--- config.mk ---
export PLATFORM = sky130hd
export DESIGN_NAME = ysyx_24100029_alu_issue_flat
export DESIGN_NICKNAME = d
export VERILOG_FILES = /design/src/rtl/ysyx_24100029_alu_issue_if.sv /design/src/rtl/ysyx_24100029_alu_issue.sv /design/src/flat_wrapper.sv
export SDC_FILE = /design/constraint.sdc
export NUM_CORES = 1
export LEC_CHECK = 0
export ABC_CLOCK_PERIOD_IN_PS = 2500
export CAP_MARGIN = 10
export CORE_ASPECT_RATIO = 0.8
export CORE_MARGIN = 2
export CORE_UTILIZATION = 46
export CTS_BUF_LIST = sky130_fd_sc_hd__clkbuf_16
export DETAILED_ROUTE_END_ITERATION = 6
export PLACE_DENSITY = 0.81
export SYNTH_ARGS = -nofsm -noshare
export SYNTH_HDL_FRONTEND = slang
export SYNTH_SLANG_ARGS = --single-unit
--- constraint.sdc ---
create_clock -name clk -period 2.5 [get_ports clk]
set_input_delay 0.25 -clock clk [delete_from_list [all_inputs] [get_ports clk]]
set_output_delay 0.25 -clock clk [all_outputs]
set_load 0.02 [all_outputs]
--- src/rtl/ysyx_24100029_alu_issue_if.sv ---
// Decoder-to-issue and issue-to-execute handshake bundle.
//   master : decoder/execute side (drives instruction fields, in_valid, out_ready)
//   slave  : issue stage (drives in_ready, out_valid and the issued operation)
interface ysyx_24100029_alu_issue_if #(
  parameter int unsigned BW = 32
);
  logic          in_valid;
  logic          in_ready;
  logic [6:0]    opcode;
  logic [2:0]    funct3;
  logic          funct7_5;
  logic [BW-1:0] pc;
  logic [BW-1:0] rs1_data;
  logic [BW-1:0] rs2_data;
  logic [BW-1:0] imm;
  logic [4:0]    rd;
  logic          out_valid;
  logic          out_ready;
  logic [BW-1:0] d1;
  logic [BW-1:0] d2;
  logic [3:0]    choice;
  logic [4:0]    out_rd;
  logic          out_wen;
  logic          out_branch;
  logic          out_br_inv;
  logic          out_illegal;

  modport master (
    output in_valid, opcode, funct3, funct7_5, pc, rs1_data, rs2_data, imm, rd, out_ready,
    input  in_ready, out_valid, d1, d2, choice, out_rd, out_wen, out_branch, out_br_inv,
           out_illegal
  );

  modport slave (
    input  in_valid, opcode, funct3, funct7_5, pc, rs1_data, rs2_data, imm, rd, out_ready,
    output in_ready, out_valid, d1, d2, choice, out_rd, out_wen, out_branch, out_br_inv,
           out_illegal
  );
endinterface

--- src/rtl/ysyx_24100029_alu_issue.sv ---
// ALU issue stage: decodes RV32I fields into an ALU op code plus operands and
// hands them to execute through a 2-entry (main + skid) valid/ready buffer.
//   clk, rst (sync, active-high), flush (drop all buffered entries)
//   bus : slave side of ysyx_24100029_alu_issue_if (decoder in, execute out)
module ysyx_24100029_alu_issue #(
  parameter int unsigned BW = 32
) (
  input  logic                        clk,
  input  logic                        rst,
  input  logic                        flush,
  ysyx_24100029_alu_issue_if.slave    bus
);

  localparam logic [6:0] OPC_OP     = 7'b0110011;
  localparam logic [6:0] OPC_OP_IMM = 7'b0010011;
  localparam logic [6:0] OPC_LUI    = 7'b0110111;
  localparam logic [6:0] OPC_AUIPC  = 7'b0010111;
  localparam logic [6:0] OPC_JAL    = 7'b1101111;
  localparam logic [6:0] OPC_JALR   = 7'b1100111;
  localparam logic [6:0] OPC_LOAD   = 7'b0000011;
  localparam logic [6:0] OPC_STORE  = 7'b0100011;
  localparam logic [6:0] OPC_BRANCH = 7'b1100011;

  localparam logic [3:0] CH_ADD  = 4'd0;
  localparam logic [3:0] CH_SUB  = 4'd1;
  localparam logic [3:0] CH_AND  = 4'd3;
  localparam logic [3:0] CH_OR   = 4'd4;
  localparam logic [3:0] CH_XOR  = 4'd5;
  localparam logic [3:0] CH_SLT  = 4'd6;
  localparam logic [3:0] CH_SLTU = 4'd7;
  localparam logic [3:0] CH_NE   = 4'd8;
  localparam logic [3:0] CH_SLL  = 4'd9;
  localparam logic [3:0] CH_SRL  = 4'd10;
  localparam logic [3:0] CH_SRA  = 4'd11;
  localparam logic [3:0] CH_DEF  = 4'd15;

  typedef struct packed {
    logic [BW-1:0] d1;
    logic [BW-1:0] d2;
    logic [3:0]    choice;
    logic [4:0]    rd;
    logic          wen;
    logic          branch;
    logic          br_inv;
    logic          illegal;
  } issue_t;

  localparam issue_t RST_ENTRY = '{d1: '0, d2: '0, choice: 4'd15, rd: '0,
                                   wen: 1'b0, branch: 1'b0, br_inv: 1'b0, illegal: 1'b0};

  // Register-register / register-immediate funct3 table; alt picks sub/sra.
  function automatic logic [3:0] alu_code(input logic [2:0] f3, input logic alt);
    logic [3:0] code;
    case (f3)
      3'b000:  code = alt ? CH_SUB : CH_ADD;
      3'b001:  code = CH_SLL;
      3'b010:  code = CH_SLT;
      3'b011:  code = CH_SLTU;
      3'b100:  code = CH_XOR;
      3'b101:  code = alt ? CH_SRA : CH_SRL;
      3'b110:  code = CH_OR;
      default: code = CH_AND;
    endcase
    return code;
  endfunction

  issue_t dec_c;
  logic   writes_rd_c;

  // Combinational decode of the instruction currently offered by the decoder.
  always_comb begin
    dec_c        = RST_ENTRY;
    writes_rd_c  = 1'b0;
    dec_c.rd     = bus.rd;
    dec_c.choice = CH_ADD;
    case (bus.opcode)
      OPC_OP: begin
        dec_c.choice = alu_code(bus.funct3, bus.funct7_5);
        dec_c.d1     = bus.rs1_data;
        dec_c.d2     = bus.rs2_data;
        writes_rd_c  = 1'b1;
      end
      OPC_OP_IMM: begin
        dec_c.choice = alu_code(bus.funct3, bus.funct7_5 & (bus.funct3 == 3'b101));
        dec_c.d1     = bus.rs1_data;
        dec_c.d2     = bus.imm;
        writes_rd_c  = 1'b1;
      end
      OPC_LUI: begin
        dec_c.d2    = bus.imm;
        writes_rd_c = 1'b1;
      end
      OPC_AUIPC: begin
        dec_c.d1    = bus.pc;
        dec_c.d2    = bus.imm;
        writes_rd_c = 1'b1;
      end
      OPC_JAL, OPC_JALR: begin
        // ALU produces the link address pc+4.
        dec_c.d1    = bus.pc;
        dec_c.d2    = BW'(32'd4);
        writes_rd_c = 1'b1;
      end
      OPC_LOAD: begin
        dec_c.d1    = bus.rs1_data;
        dec_c.d2    = bus.imm;
        writes_rd_c = 1'b1;
      end
      OPC_STORE: begin
        dec_c.d1 = bus.rs1_data;
        dec_c.d2 = bus.imm;
      end
      OPC_BRANCH: begin
        if (bus.funct3[2:1] == 2'b01) begin
          dec_c.choice  = CH_DEF;
          dec_c.illegal = 1'b1;
        end else begin
          dec_c.choice = bus.funct3[2] ? (bus.funct3[1] ? CH_SLTU : CH_SLT) : CH_NE;
          dec_c.d1     = bus.rs1_data;
          dec_c.d2     = bus.rs2_data;
          dec_c.branch = 1'b1;
          // eq/ge/geu are taken on a zero compare result.
          dec_c.br_inv = bus.funct3[2] ? bus.funct3[0] : ~bus.funct3[0];
        end
      end
      default: begin
        dec_c.choice  = CH_DEF;
        dec_c.illegal = 1'b1;
      end
    endcase
    dec_c.wen = writes_rd_c & (bus.rd != 5'd0);
  end

  issue_t main_q, main_d;
  issue_t skid_q, skid_d;
  logic   main_valid_q, main_valid_d;
  logic   skid_valid_q, skid_valid_d;
  logic   in_ready_q, in_ready_d;
  logic   accept_c, drain_c;

  assign accept_c = bus.in_valid & bus.in_ready;
  assign drain_c  = main_valid_q & bus.out_ready;

  // Skid-buffer next state: skid refills main first, so FIFO order holds.
  always_comb begin
    main_d       = main_q;
    skid_d       = skid_q;
    main_valid_d = main_valid_q;
    skid_valid_d = skid_valid_q;
    if (flush) begin
      main_valid_d = 1'b0;
      skid_valid_d = 1'b0;
    end else if (drain_c || !main_valid_q) begin
      if (skid_valid_q) begin
        main_d       = skid_q;
        main_valid_d = 1'b1;
        skid_valid_d = 1'b0;
      end else begin
        main_valid_d = accept_c;
        if (accept_c) main_d = dec_c;
      end
    end else if (accept_c) begin
      skid_d       = dec_c;
      skid_valid_d = 1'b1;
    end
    in_ready_d = ~skid_valid_d;
  end

  always_ff @(posedge clk) begin
    if (rst) begin
      main_q       <= RST_ENTRY;
      skid_q       <= RST_ENTRY;
      main_valid_q <= 1'b0;
      skid_valid_q <= 1'b0;
      in_ready_q   <= 1'b1;
    end else begin
      main_q       <= main_d;
      skid_q       <= skid_d;
      main_valid_q <= main_valid_d;
      skid_valid_q <= skid_valid_d;
      in_ready_q   <= in_ready_d;
    end
  end

  // rst gating keeps the stage closed while reset is held.
  assign bus.in_ready    = in_ready_q & ~rst;
  assign bus.out_valid   = main_valid_q;
  assign bus.d1          = main_q.d1;
  assign bus.d2          = main_q.d2;
  assign bus.choice      = main_q.choice;
  assign bus.out_rd      = main_q.rd;
  assign bus.out_wen     = main_q.wen;
  assign bus.out_branch  = main_q.branch;
  assign bus.out_br_inv  = main_q.br_inv;
  assign bus.out_illegal = main_q.illegal;

endmodule
--- src/flat_wrapper.sv ---
// flat-port wrapper written by rule: the top's interface ports become plain ports
module ysyx_24100029_alu_issue_flat 
#(
  parameter int unsigned BW = 32
)
  (clk, rst, flush, bus_in_valid, bus_opcode, bus_funct3, bus_funct7_5, bus_pc, bus_rs1_data, bus_rs2_data, bus_imm, bus_rd, bus_out_ready, bus_in_ready, bus_out_valid, bus_d1, bus_d2, bus_choice, bus_out_rd, bus_out_wen, bus_out_branch, bus_out_br_inv, bus_out_illegal);
  ysyx_24100029_alu_issue_if #(.BW(BW)) bus_i ();
  input  logic clk;
  input  logic rst;
  input  logic flush;
  input wire logic [$bits(bus_i.in_valid)-1:0] bus_in_valid;
  input wire logic [$bits(bus_i.opcode)-1:0] bus_opcode;
  input wire logic [$bits(bus_i.funct3)-1:0] bus_funct3;
  input wire logic [$bits(bus_i.funct7_5)-1:0] bus_funct7_5;
  input wire logic [$bits(bus_i.pc)-1:0] bus_pc;
  input wire logic [$bits(bus_i.rs1_data)-1:0] bus_rs1_data;
  input wire logic [$bits(bus_i.rs2_data)-1:0] bus_rs2_data;
  input wire logic [$bits(bus_i.imm)-1:0] bus_imm;
  input wire logic [$bits(bus_i.rd)-1:0] bus_rd;
  input wire logic [$bits(bus_i.out_ready)-1:0] bus_out_ready;
  output wire logic [$bits(bus_i.in_ready)-1:0] bus_in_ready;
  output wire logic [$bits(bus_i.out_valid)-1:0] bus_out_valid;
  output wire logic [$bits(bus_i.d1)-1:0] bus_d1;
  output wire logic [$bits(bus_i.d2)-1:0] bus_d2;
  output wire logic [$bits(bus_i.choice)-1:0] bus_choice;
  output wire logic [$bits(bus_i.out_rd)-1:0] bus_out_rd;
  output wire logic [$bits(bus_i.out_wen)-1:0] bus_out_wen;
  output wire logic [$bits(bus_i.out_branch)-1:0] bus_out_branch;
  output wire logic [$bits(bus_i.out_br_inv)-1:0] bus_out_br_inv;
  output wire logic [$bits(bus_i.out_illegal)-1:0] bus_out_illegal;
  assign bus_i.in_valid = bus_in_valid;
  assign bus_i.opcode = bus_opcode;
  assign bus_i.funct3 = bus_funct3;
  assign bus_i.funct7_5 = bus_funct7_5;
  assign bus_i.pc = bus_pc;
  assign bus_i.rs1_data = bus_rs1_data;
  assign bus_i.rs2_data = bus_rs2_data;
  assign bus_i.imm = bus_imm;
  assign bus_i.rd = bus_rd;
  assign bus_i.out_ready = bus_out_ready;
  assign bus_in_ready = bus_i.in_ready;
  assign bus_out_valid = bus_i.out_valid;
  assign bus_d1 = bus_i.d1;
  assign bus_d2 = bus_i.d2;
  assign bus_choice = bus_i.choice;
  assign bus_out_rd = bus_i.out_rd;
  assign bus_out_wen = bus_i.out_wen;
  assign bus_out_branch = bus_i.out_branch;
  assign bus_out_br_inv = bus_i.out_br_inv;
  assign bus_out_illegal = bus_i.out_illegal;
  ysyx_24100029_alu_issue #(.BW(BW)) u_core (.clk(clk), .rst(rst), .flush(flush), .bus(bus_i));
endmodule
==> results.md <==
- Outcome: finished clean
- Post-CTS Setup Inserts: 0
- Dpl hpwl: approximately 14 mm
- Critical path capture point type: register
- Wl on met1: 8.655 mm
- Detailed Route Iter0 Violations: slightly below 400
- Initial core utilization: 47.33%
- TritonCTS buffer count: 17
- Count of cell types in the netlist: 51
- Setup total negative slack: 0 ns
- Total Nets Final: 1090
- Post-Synth Simple-Gate Area: 12.88%
- Overflow left after global routing: 0
- Max Fanout on Critical Path: 32
- Post-synth EDFFs: 0
- DRC Markers: 0
- Number of standard cells in the final layout excluding fillers: 1138
- Achievable frequency: between 0.5 and 0.6 GHz
- Height of the die: 112.7 µm
- DR top layer: met4
- Routability congestion estimate: 0.8026
- Die area: 15760 µm²
- Initial antenna violation count: 0
- Type of the worst setup path: input pin to register
- Number of fillers in the final layout: approximately 1100
- Synthesized netlist cell count: 734
- Via count of the first global-routing pass: 6392
- Final antenna diode count: 0
- Final Max Tran Viols: 0
- Critical Path Source Type: input pin
- Hold Crit Depth: 3
- Fraction of the yosys area taken by sequential cells: 46.29%
- Flop and latch count out of synthesis: around 160
- Clock sink count: 157
- Buffers on Ports: between 200 and 250
- Largest net degree at the start of global routing: 59
- Maximum clock path buffer count: 2
- Pwr Density: 573.8 nW/µm²
- Data arrival time of the worst path: 2.24 ns
- Worst reg2reg path depth: 6
- Dominant register cell in the synthesized netlist: sky130_fd_sc_hd__dfxtp_1
- Ranking of synthesized cells by area: sky130_fd_sc_hd__dfxtp_1, sky130_fd_sc_hd__a22oi_1, sky130_fd_sc_hd__a211oi_1, sky130_fd_sc_hd__nor2_1, sky130_fd_sc_hd__o21ai_0
- Final Hold Vio Count: 0
- Die width: between 100 and 150 µm
- Leakage Power: 3.141 nW
- Complex-gate fraction of the synthesized area: roughly a third
- Tcrit/Tclk final: 76.44%
- P&R area growth vs syn: 46.01%
- Logic depth of the worst path, buffers included: 6
- Adder and majority cell fraction of the synthesized area: 0%
- Max capacitance violation total: 0
- H-tree levels: 4
- Core area: between 10000 and 15000 µm²
- Finish-stage setup viols: 0
- Cell Chain, Critical Path: clkdlybuf4s50_1 > or3b_4 > a211oi_4 > buf_12 > a22oi_1 > a211oi_2
- Avg Inst Size Synth: 9.251 µm²
- Multiplexer share of the synthesized area: 0.7371%
- Global-route wire length before repair: 32.22 mm
- Number of warnings issued by yosys: 0
- Routed WL: 19.73 mm
- Design Power: around 5.7 mW
- Cell taking the most area after synthesis: sky130_fd_sc_hd__dfxtp_1
- Cells after DPL: 1106
- Setup repair after global routing missed its margin: false
- Clock network latency to the later pin of the worst-skew pair: 0.43 ns
- Maximum ir drop on the vdd rail: 0.4998 mV
- CP delay by family, top: buffers and inverters
- Proportion of register bits with asynchronous set or reset after synthesis: 0%
- Remaining antenna violation count: 0
- Combined buffer and inverter count along the critical path: 2
- Via total after detailed routing: between 6000 and 7000
- Met2 wire length: 9.115 mm
- Share of Yosys cell area claimed by the top area cell type: 46.29%
- Layout cell share with drive strength beyond 1: between 10 and 15%
- Largest family of logic cells by synthesized area: compound AO/OA/AOI/OAI gates
- Synthesized netlist net count: 883
- Synthesized-area fraction occupied by xor and xnor cells: 0%
- Actual slew at the worst max-slew pin: 0.7962 ns
- Top-level port count: roughly 230
- WL/cell: 17.34 µm
- Netlist area before placement: 6790 µm²
- Remaining max-slew budget at the tightest pin: between 40 and 50%
- Worst Path Required: 2.83 ns
- Hold buffer count at CTS: 0
- Worst min-delay path category: input pin to register
- Slowest library cell on the worst path: sky130_fd_sc_hd__clkdlybuf4s50_1
- Final critical-path required period: around 1.9 ns
- Cell row count: 39
- CTS clock-pin slew for the worst setup and hold paths: ~0.06 ns
- TritonCTS clock tree: yes
- Clk Tree Root Cell: sky130_fd_sc_hd__clkbuf_16
- Stage delay of the slowest cell on the critical path: 0.58 ns
- Met3 wire length: 1.662 mm
- Layout Skew: ~0.013 ns
- Router iterations before antenna repair: 5
- Total routing resource utilization after global routing: 25.25%
- Via density per instance: 5.688
- Number of resized instances in the post-cts repair step: 0
-- worst reg2reg max path, delay by kind of cell (launching register included) --
kind / cells / cell delay (ns)
compound gates: 1 / 0.28
buf+inv: 1 / 0.22
flops: 1 / 0.38
simple gates: 4 / 0.86
-- layout by cell type (no fill, tap or decap), drive strengths merged, types with 2 or more instances in the layout --
cell type        n
nand4            2
nand3            2
nor3b            2
buf             34
nand2           49
clkbuf          17
clkinv           7
a2bb2oi          2
nor4             4
or4              2
a311oi           2
nand3b           2
a21boi           2
nand2b           4
nor3            12
a22oi           94
nor2            97
o211ai           2
a221oi          31
and2             3
inv              7
a21o             2
a211oi          74
bufinv           2
and3             2
mux2i            5
o21bai           3
dfxtp          157
clkdlybuf4s50  226
o21ai           70
or3              4
clkinvlp         3
nor2b            4
a21oi           14
-- power breakdown --
group / internal, mW / switching, mW
logic: 0.363 / 0.292
registers: 2.55 / 0.0241
clock network: 1.45 / 1.02
-- state kept, by name (all words and copies together), names as in the netlist --
register                cells
u_core.skid_valid_q         1
u_core.bus.out_wen          1
u_core.bus.out_rd           5
u_core.bus.d1              32
u_core.in_ready_q           1
u_core.bus.d2              32
u_core.bus.out_br_inv       1
u_core.bus.choice           4
u_core.bus.out_branch       1
u_core.bus.out_illegal      1
u_core.skid_q              77
u_core.bus.out_valid        1
-- cells by family (layout without fill, tap and decap cells) --
family | Yosys count | count (layout)
compound gates | 301 | 301
simple gates | 195 | 195
flops | 157 | 157
buf+inv | 76 | 296
mux | 5 | 5
-- metal layers --
metal	global-route usage (%)	up-vias
met5	0	-
met4	7.933	0
met3	8.703	21
met2	40.52	225
met1	32.20	3043
li1	-	3184
-- synthesized netlist by cell type (6+ instances only) --
| library cell | count |
|---|---|
| sky130_fd_sc_hd__clkbuf_1 | 50 |
| sky130_fd_sc_hd__dfxtp_1 | 157 |
| sky130_fd_sc_hd__nand2_1 | 49 |
| sky130_fd_sc_hd__a221oi_2 | 20 |
| sky130_fd_sc_hd__o21ai_0 | 70 |
| sky130_fd_sc_hd__nor3_1 | 11 |
| sky130_fd_sc_hd__nor2_1 | 97 |
| sky130_fd_sc_hd__a22oi_2 | 11 |
| sky130_fd_sc_hd__a21oi_1 | 14 |
| sky130_fd_sc_hd__a211oi_1 | 53 |
| sky130_fd_sc_hd__buf_2 | 9 |
| sky130_fd_sc_hd__a221oi_1 | 11 |
| sky130_fd_sc_hd__a22oi_1 | 83 |
| sky130_fd_sc_hd__a211oi_2 | 20 |
| sky130_fd_sc_hd__buf_1 | 6 |
-- cell type report --
cell class                      count  area, µm²  area share (%)
Multi-Input combinational cell    501       3337           33.66
Sequential cell                   157       3143           31.70
Timing Repair Buffer              260       2630           26.53
Clock buffer                       17      425.4           4.291
Tap cell                          184      230.2           2.322
Clock inverter                     15      133.9           1.350
Inverter                            4      15.01          0.1514
-- through the flow --
step | util, % | hold WS, ns | instance area, µm² | setup WS, ns
after floorplan | - | 0.3860 | 6790 | 0.6944
after global placement | 65.21 | 0.4431 | 9355 | 0.2491
after detailed placement | 65.21 | 0.4461 | 9355 | 0.1885
after CTS | 69.11 | 0.3542 | 9915 | 0.6129
after global routing | 69.11 | 0.3809 | 9915 | 0.4596
final | 69.11 | 0.3781 | 9915 | 0.5891
-- worst paths after layout --
path                                         from               endpoint  slack [ns]
worst max-delay path                bus_opcode[6]      u_core.skid_q[27]        0.59
worst min-delay path                          rst       u_core.skid_q[2]        0.38
worst max register to register  u_core.in_ready_q  u_core.bus.out_branch        0.64
worst min register to register   u_core.skid_q[6]       u_core.skid_q[6]        0.46
No activity file was read; power rests on OpenSTA's default activity.
